[src/rtl/li_encoder_pkg.sv]
// Shared definitions for the load-immediate encoder: MIPS I-type opcodes,
// encoding-kind codes, FSM state codes and an instruction-word builder.
package li_encoder_pkg;

  localparam logic [5:0]  OP_ORI   = 6'b001101;
  localparam logic [5:0]  OP_ADDIU = 6'b001001;
  localparam logic [5:0]  OP_LUI   = 6'b001111;
  localparam logic [31:0] NOP_WORD = 32'h0000_0000;

  localparam logic [2:0] KIND_NOP    = 3'd0;
  localparam logic [2:0] KIND_ORI    = 3'd1;
  localparam logic [2:0] KIND_ADDIU  = 3'd2;
  localparam logic [2:0] KIND_LUI    = 3'd3;
  localparam logic [2:0] KIND_LUIORI = 3'd4;

  localparam logic [1:0] ST_IDLE  = 2'd0;
  localparam logic [1:0] ST_EMIT1 = 2'd1;
  localparam logic [1:0] ST_EMIT2 = 2'd2;

  function automatic logic [31:0] itype(input logic [5:0]  op,
                                        input logic [4:0]  rs,
                                        input logic [4:0]  rt,
                                        input logic [15:0] imm);
    return {op, rs, rt, imm};
  endfunction

endpackage

[src/rtl/li_classify.sv]
// Picks the shortest I-type encoding for loading imm32 into rt and builds
// the first word plus the ori follow-up used only by the two-word kind.
module li_classify
  import li_encoder_pkg::*;
#(
  parameter bit USE_ADDIU    = 1'b1,
  parameter bit DROP_ZERO_RT = 1'b1
) (
  input  logic [4:0]  rt,
  input  logic [31:0] imm32,
  output logic [2:0]  kind,
  output logic [31:0] word1,
  output logic [31:0] word2
);

  logic [15:0] hi_s;
  logic [15:0] lo_s;

  assign hi_s = imm32[31:16];
  assign lo_s = imm32[15:0];

  // First matching rule wins; the order below is the priority order.
  always_comb begin
    kind  = KIND_LUIORI;
    word1 = itype(OP_LUI, 5'd0, rt, hi_s);
    word2 = itype(OP_ORI, rt, rt, lo_s);
    if (DROP_ZERO_RT && (rt == 5'd0)) begin
      kind  = KIND_NOP;
      word1 = NOP_WORD;
    end else if (hi_s == 16'h0000) begin
      kind  = KIND_ORI;
      word1 = itype(OP_ORI, 5'd0, rt, lo_s);
    end else if (USE_ADDIU && (hi_s == {16{lo_s[15]}})) begin
      kind  = KIND_ADDIU;
      word1 = itype(OP_ADDIU, 5'd0, rt, lo_s);
    end else if (lo_s == 16'h0000) begin
      kind  = KIND_LUI;
      word1 = itype(OP_LUI, 5'd0, rt, hi_s);
    end else begin
      kind  = KIND_LUIORI;
      word1 = itype(OP_LUI, 5'd0, rt, hi_s);
    end
  end

endmodule

[src/rtl/li_encoder.sv]
// Load-constant request to MIPS instruction-word stream encoder with
// valid/ready on both sides, one word per cycle, and a handed-off word counter.
module li_encoder
  import li_encoder_pkg::*;
#(
  parameter bit USE_ADDIU    = 1'b1,
  parameter bit DROP_ZERO_RT = 1'b1,
  parameter int CNT_W        = 16
) (
  input  logic             clk,
  input  logic             reset,
  input  logic             req_valid,
  output logic             req_ready,
  input  logic [4:0]       req_rt,
  input  logic [31:0]      req_imm32,
  output logic             ins_valid,
  input  logic             ins_ready,
  output logic [31:0]      ins_instr,
  output logic             ins_last,
  output logic [CNT_W-1:0] enc_count
);

  logic [1:0]       state_r;
  logic [4:0]       rt_r;
  logic [31:0]      imm_r;
  logic [CNT_W-1:0] count_r;
  logic [2:0]       kind_s;
  logic [31:0]      word1_s;
  logic [31:0]      word2_s;
  logic             two_words_s;
  logic             fire_s;
  logic             accept_s;

  li_classify #(
    .USE_ADDIU    (USE_ADDIU),
    .DROP_ZERO_RT (DROP_ZERO_RT)
  ) u_classify (
    .rt    (rt_r),
    .imm32 (imm_r),
    .kind  (kind_s),
    .word1 (word1_s),
    .word2 (word2_s)
  );

  assign two_words_s = (kind_s == KIND_LUIORI);

  // Output word selection straight from the state and captured-request flops.
  always_comb begin
    ins_valid = 1'b0;
    ins_instr = 32'h0000_0000;
    ins_last  = 1'b0;
    case (state_r)
      ST_EMIT1: begin
        ins_valid = 1'b1;
        ins_instr = word1_s;
        ins_last  = ~two_words_s;
      end
      ST_EMIT2: begin
        ins_valid = 1'b1;
        ins_instr = word2_s;
        ins_last  = 1'b1;
      end
      default: begin
        ins_valid = 1'b0;
        ins_instr = 32'h0000_0000;
        ins_last  = 1'b0;
      end
    endcase
  end

  // A new request may overlap the final word's hand-off to keep 1 word/cycle.
  assign fire_s    = ins_valid & ins_ready;
  assign req_ready = (state_r == ST_IDLE) | (fire_s & ins_last);
  assign accept_s  = req_valid & req_ready;
  assign enc_count = count_r;

  // FSM, request capture and hand-off counter.
  always_ff @(posedge clk) begin
    if (!reset) begin
      state_r <= ST_IDLE;
      rt_r    <= 5'd0;
      imm_r   <= 32'h0000_0000;
      count_r <= {CNT_W{1'b0}};
    end else begin
      if (fire_s) begin
        count_r <= count_r + {{(CNT_W-1){1'b0}}, 1'b1};
      end
      if (accept_s) begin
        state_r <= ST_EMIT1;
        rt_r    <= req_rt;
        imm_r   <= req_imm32;
      end else if (fire_s) begin
        case (state_r)
          ST_EMIT1: state_r <= two_words_s ? ST_EMIT2 : ST_IDLE;
          ST_EMIT2: state_r <= ST_IDLE;
          default:  state_r <= ST_IDLE;
        endcase
      end
    end
  end

endmodule

[config.mk]
export PLATFORM = sky130hd
export DESIGN_NAME = li_encoder
export DESIGN_NICKNAME = d
export VERILOG_FILES = /design/src/rtl/li_encoder_pkg.sv /design/src/rtl/li_classify.sv /design/src/rtl/li_encoder.sv
export SDC_FILE = /design/constraint.sdc
export NUM_CORES = 1
export LEC_CHECK = 0
export ABC_AREA = 1
export CAP_MARGIN = 0
export CORE_ASPECT_RATIO = 1.25
export CORE_MARGIN = 5
export CORE_UTILIZATION = 27
export DETAILED_ROUTE_END_ITERATION = 10
export GPL_TIMING_DRIVEN = 0
export PLACE_DENSITY = 0.55
export SLEW_MARGIN = 20
export SYNTH_ARGS = -nofsm -noshare
export SYNTH_HDL_FRONTEND = slang
export SYNTH_SLANG_ARGS = --single-unit
[constraint.sdc]
create_clock -name clk -period 2.23 [get_ports clk]
set_input_delay 0.3345 -clock clk [delete_from_list [all_inputs] [get_ports clk]]
set_output_delay 0.3345 -clock clk [all_outputs]
set_load 0.01 [all_outputs]
* Yosys cells after proc, flatten, opt, wreduce, memory -nomap -nowiden *
Index checks and enable logic that the tools add are counted.

storage, ports and cells
  output and inout port bits = 51
  bits in writable memories = 0
  memory bits (read-only) = 0
  memories = 0
  flip-flop bits (word level) = 55
  logic and storage cells = 37
  input bits = 41
  bits in latches = 0

cells by class
  bitwise operators = 6
  reductions and logical operators = 7
  multiply operators = 0
  equality and inequality tests = 4
  div/mod/pow operators = 0
  magnitude comparators = 0
  $add $sub $neg = 1
  multiplexer cells = 14
  shift-type cells = 0

operators with widths
  kind                                                 count
  two-way mux 32 bit                                   2
  case mux 32 bit (2 select lines)                     1
  zero test 16 bit                                     2
  two-way mux 29 bit                                   1
  adder 16 x 1 -> 16 bit, second input constant        1
  equality test 16 bit                                 1
  two-way mux 3 bit                                    4
  zero test 5 bit                                      1
  two-way mux 2 bit                                    2
  OR reduction 2 bit                                   2
  bitwise AND 1 bit                                    3
  equality test 3 bit, second input constant           1
  two-way mux 1 bit                                    3
  equality test 2 x 1 -> 1 bit, second input constant  1
  equality test 2 bit, second input constant           1
  zero test 2 bit                                      1
  NOT 1 bit                                            2
  case mux 1 bit (2 select lines)                      1
  nonzero test 2 bit                                   1
  OR 1 bit                                             1

* Depth between registers and ports, before layout *
  word-level depth = 12
  depth in mapped cells = 13
  mapped depth without buffers = 12

* Hierarchy *
Synthesis repeated with hierarchy kept, for this count alone.

second synthesis, totals
  cells, all modules = 716
  area total of the unflattened synthesis = 4220.3 µm²

modules (own cells, without submodules)
  module       area an instance (µm²)  cells each  times used  sequential area each (µm²)
  li_encoder   3095.5                  489         1           1101.1
  li_classify  1124.8                  227         1           0.0

* Worst setup path after synthesis *
Ideal clock, no wire load.

  path kind = register to register
  start = register state_r[0]
  end = register count_r[15], in the netlist enc_count[15]
  arrival = 1.862 ns
  path buffers = 0
  data required time = 2.114 ns
  clock period less this slack = 1.978 ns
  setup time = 0.116 ns
  setup slack = 0.252 ns
  stages on the path, launching flop included = 12
  cells stage by stage = dfxtp_1 inv_1 ha_1 nand2_2 nor3b_1 nand2_1 nor2_1 nand2_1 nor2_1 nand2_1 o21ai_1 a21oi_1

between the ends
  cells in the longest elaborated chain, start to end = 4
  elaborated cells between the ends (all ways) = 5
  classes of those cells = eq/ne (2); mux (1); bitwise (1); reduce/logical (1)

RTL lines
  what                                                                        RTL line          text
  start: declaration                                                          li_encoder.sv:23  logic [1:0] state_r;
  start signal: assignment                                                    li_encoder.sv:94  ST_EMIT1: state_r <= two_words_s ? ST_EMIT2 : ST_IDLE;
  equality test 2 x 1 -> 1 bit / equality test 2 bit (equally long branches)  li_encoder.sv:52  case (state_r)
  OR reduction 2 bit (no line) *                                              n/a
  two-way mux 1 bit *                                                         li_encoder.sv:52
  via ins_valid                                                               li_encoder.sv:16  output logic ins_valid,
  bitwise AND 1 bit *                                                         li_encoder.sv:72  assign fire_s = ins_valid & ins_ready;
  end signal: assignment                                                      li_encoder.sv:83  count_r <= {CNT_W{1'b0}};
  end signal: assignment                                                      li_encoder.sv:86  count_r <= count_r + {{(CNT_W-1){1'b0}}, 1'b1};
  end: declaration                                                            li_encoder.sv:26  logic [CNT_W-1:0] count_r;

The timed path passes the listed nets; every way through them passes the cells marked *.
A chain may end at the register's enable or synchronous reset.

* Final worst setup path *
  start = register imm_r[30]
  end = output ins_instr[7]

between the ends
  cells in the longest elaborated chain, start to end = 5
  elaborated cells between the ends (all ways) = 6
  classes of those cells = eq/ne (1); mux (4); reduce/logical (1)

RTL lines
  what                                RTL line           text
  start: declaration                  li_encoder.sv:25   logic [31:0] imm_r;
  start signal: assignment            li_encoder.sv:91   imm_r <= req_imm32;
  equality test 16 bit                li_classify.sv:33  end else if (USE_ADDIU && (hi_s == {16{lo_s[15]}})) begin
  two-way mux 29 bit                  li_classify.sv:33
  two-way mux 32 bit *                li_classify.sv:30  end else if (hi_s == 16'h0000) begin
  two-way mux 32 bit *                li_classify.sv:27  if (DROP_ZERO_RT && (rt == 5'd0)) begin
  case mux 32 bit (2 select lines) *  li_encoder.sv:52
  end: declaration                    li_encoder.sv:18   output logic [31:0] ins_instr,

Every way passes the cells marked *; elsewhere a longest branch is shown, timed or not.

==> flow_metrics.env <==
export IMPL_root_buffer="clkbuf_16"
export IMPL_critPathSlowestCell="dfxtp_1"
export IMPL_synth_edf_count=0
export IMPL_tightest_slew_ns=0.602
export IMPL_synth_compound_area_share_pct=15.9
export IMPL_muxShareOfSynthArea_pct=0
export IMPL_core_area_mm2=0.0117
export IMPL_clk_pin_slew_ns=0.08
export IMPL_vias_per_cell=4.49
export IMPL_slew_viol_final=0
export IMPL_dp_cells=779
export IMPL_clockBufferDepth=2
export IMPL_grt_max_degree=19
export IMPL_yosys_area_top_type="dfxtp_1"
export IMPL_die_h_um=132
export IMPL_period_share_pct=99.2
export IMPL_tritoncts="done"
export IMPL_holdCritPathClass="register to register"
export IMPL_clk_latency_ns=0.30
export IMPL_initial_utilization_pct=27.8
export IMPL_grt_overflow=0
export IMPL_required_ns=1.90
export IMPL_rsz0062_at_grt="yes"
export IMPL_hold_buffers=0
export IMPL_dr_total_vias=3627
export IMPL_synth_top_area_share_pct=34.0
export IMPL_wl_per_cell_um=13.3
export IMPL_htree_levels=2
export IMPL_skew_ns=0.00740
export IMPL_synth_seq_area_share_pct=34.0
export IMPL_nets=691
export IMPL_max_stage_delay_ns=0.36
export IMPL_antenna_cells=0
export IMPL_synthSimpleGateAreaFrac_pct=33.5
export IMPL_numCtsBuffers=5
export IMPL_drc=0
export IMPL_postLayoutCellArea_mm2=0.00482
export IMPL_setup_tns_ns=0
export IMPL_setup_viol=0
export IMPL_synthFlopType="dfxtp_1"
export IMPL_timing_slew_headroom_pct=59.9
export IMPL_wl_um=10800
export IMPL_async_flop_share_pct=0
export IMPL_period_needed_ns=2.21
export IMPL_power_density_mw_per_mm2=563
export IMPL_synthCells=530
export IMPL_numPortBuffers=87
export IMPL_synth_top_family_by_area="simple AND/OR/NAND/NOR gates"
export IMPL_netlist_area_mm2=0.00324
export IMPL_irDropWorstVdd_v=0.000321
export IMPL_synth_xor_area_share_pct=0.270
export IMPL_first_pass_iters=5
export IMPL_critical_path_startpoint_type="register"
export IMPL_drt_iter0_markers=179
export IMPL_cts_sinks=55
export IMPL_rows=44
export IMPL_boundaryPins=92
export IMPL_syn_area_per_cell_um2=6.11
export IMPL_cp_cell_sequence="inv_2 -> nand2_1 -> nor2_2 -> nand2_1 -> nor2_4 -> nor2_4 -> inv_4 -> buf_8 -> o21ai_0 -> a21oi_2 -> buf_2"
export IMPL_grt_pass1_wl_um=17200
export IMPL_stdcell_count=808
export IMPL_crit_arrival_ns=1.88
export IMPL_hold_viol=0
export IMPL_grt_total_usage_pct=14.8
export IMPL_place_area_mm2=0.00432
export IMPL_dieArea_mm2=0.0143
export IMPL_maxCapViolCount=0
export IMPL_area_growth_syn_to_layout_pct=48.9
export IMPL_netlist_top_cells_count="nand2_1, nor2_1, inv_1"
export IMPL_grt_pass1_vias=3552
export IMPL_ys_ff_latch=55
export IMPL_antenna_found_initial=0
export IMPL_ant_nets=0
export IMPL_worstSetupEndpointType="output port"
export IMPL_synth_area_leaders="dfxtp_1, nand2_1, nor2_1, a21oi_1, inv_1"
export IMPL_status="complete, no violations"
export IMPL_synth_adder_area_share_pct=1.54
export IMPL_synth_cell_types=35
export IMPL_yosys_warnings=0
export IMPL_p_leak_nw=2.22
export IMPL_hpwlAfterDp_um=7980
export IMPL_path_max_fanout=11
export IMPL_critPathKind="register to output port"
export IMPL_die_width_um=108
export IMPL_fmax_mhz=452
export IMPL_gp_congestion=0.880
export IMPL_synth_most_common_cell="nand2_1"
export IMPL_drive_gt1_share_pct=20.1
-- flip-flops by register name (all words and copies together) (netlist names) --
name	flops
imm_r	32
enc_count	16
rt_r	5
state_r	2
-- metrics by stage --
step	worst slack [ns]	power [mW]	util (%)	hold slack (ns)
floorplan	0.252	1.54	-	0.463
global placement	-0.479	1.78	37.0	0.459
detailed placement	-0.547	1.79	37.0	0.473
CTS	-0.0744	2.67	39.9	0.485
global route	-0.0842	2.86	41.3	0.519
finish	0.0169	2.71	41.3	0.486
-- cells in the final DEF, fill, tap and decap left out, drive strengths merged --
cell type / instances
a22oi: 2
o21ai: 24
nand2: 98
and3: 1
clkinvlp: 2
o211ai: 1
dlygate4sd2: 4
and2: 2
nand4: 4
clkdlybuf4s15: 2
clkdlybuf4s50: 60
buf: 58
ha: 4
inv: 86
clkinv: 1
dfxtp: 55
xor2: 1
a31oi: 1
o41ai: 1
a41oi: 1
o22ai: 1
o31ai: 1
conb: 2
nor3b: 2
nor3: 7
a21oi: 61
nor2: 93
nand3: 50
nor4: 1
clkbuf: 17
o21a: 4
-- cell type report --
type	count	area [µm²]
multi-input combinational	362	1850
clock buffer	5	125
fill	1284	6850
timing repair buffer	108	956
sequential	55	1140
tap	161	201
inverter	86	335
buffer	28	191
clock inverter	3	23.8
-- power by group --
| group | leakage [nW] | internal [mW] | switching [mW] | total (mW) |
|---|---|---|---|---|
| clock network | 0.0664 | 0.421 | 0.393 | 0.814 |
| registers | 0.460 | 1.06 | 0.0993 | 1.16 |
| logic | 1.69 | 0.344 | 0.392 | 0.736 |
-- final timing paths --
kind | start | endpoint | slack (ns) | cells after the start
min | enc_count[15]$_SDFFE_PN0P_ | enc_count[15]$_SDFFE_PN0P_ | 0.49 | 2
min reg2reg | enc_count[15]$_SDFFE_PN0P_ | enc_count[15]$_SDFFE_PN0P_ | 0.49 | 2
max | imm_r[30]$_SDFFE_PN0P_ | ins_instr[7] | 0.02 | 11
max reg2reg | state_r[1]$_SDFFE_PP0P_ | imm_r[4]$_SDFFE_PN0P_ | 0.16 | 15
-- routing by layer --
layer | vias up | part of all wire (%) | wire, µm | global-route usage, %
li1 | 1901 | - | - | -
met1 | 1601 | 45 | 4800 | 18.7
met2 | 108 | 47 | 5010 | 24.5
met3 | 17 | 6.9 | 740 | 4.04
met4 | 0 | 1.9 | 208 | 4.28
met5 | - | 0 | 0 | 0
-- worst max-delay path: cells and delay by family, from the launching register on --
family	cells	cell delay, ns
compound gates	2	0.26
simple gates	5	0.47
flops	1	0.36
buf+inv	4	0.48
-- repair_timing --
| item | in CTS | in global routing |
|---|---|---|
| buffers inserted | 17 | 3 |
| pin swaps | 13 | 19 |
| setup endpoints to repair | 64 | 61 |
| resized for setup | 140 | 57 |
| cloned | 1 | 1 |
-- logic make-up (layout without fill, tap and decap cells) --
logic type | Yosys count | after routing
xor+xnor | 1 | 1
compound gates | 97 | 97
simple gates | 258 | 258
fa+ha+maj | 4 | 4
other cells | 1 | 2
flops | 55 | 55
buf+inv | 114 | 230
Note: power is estimated with default switching activity, not from simulation.
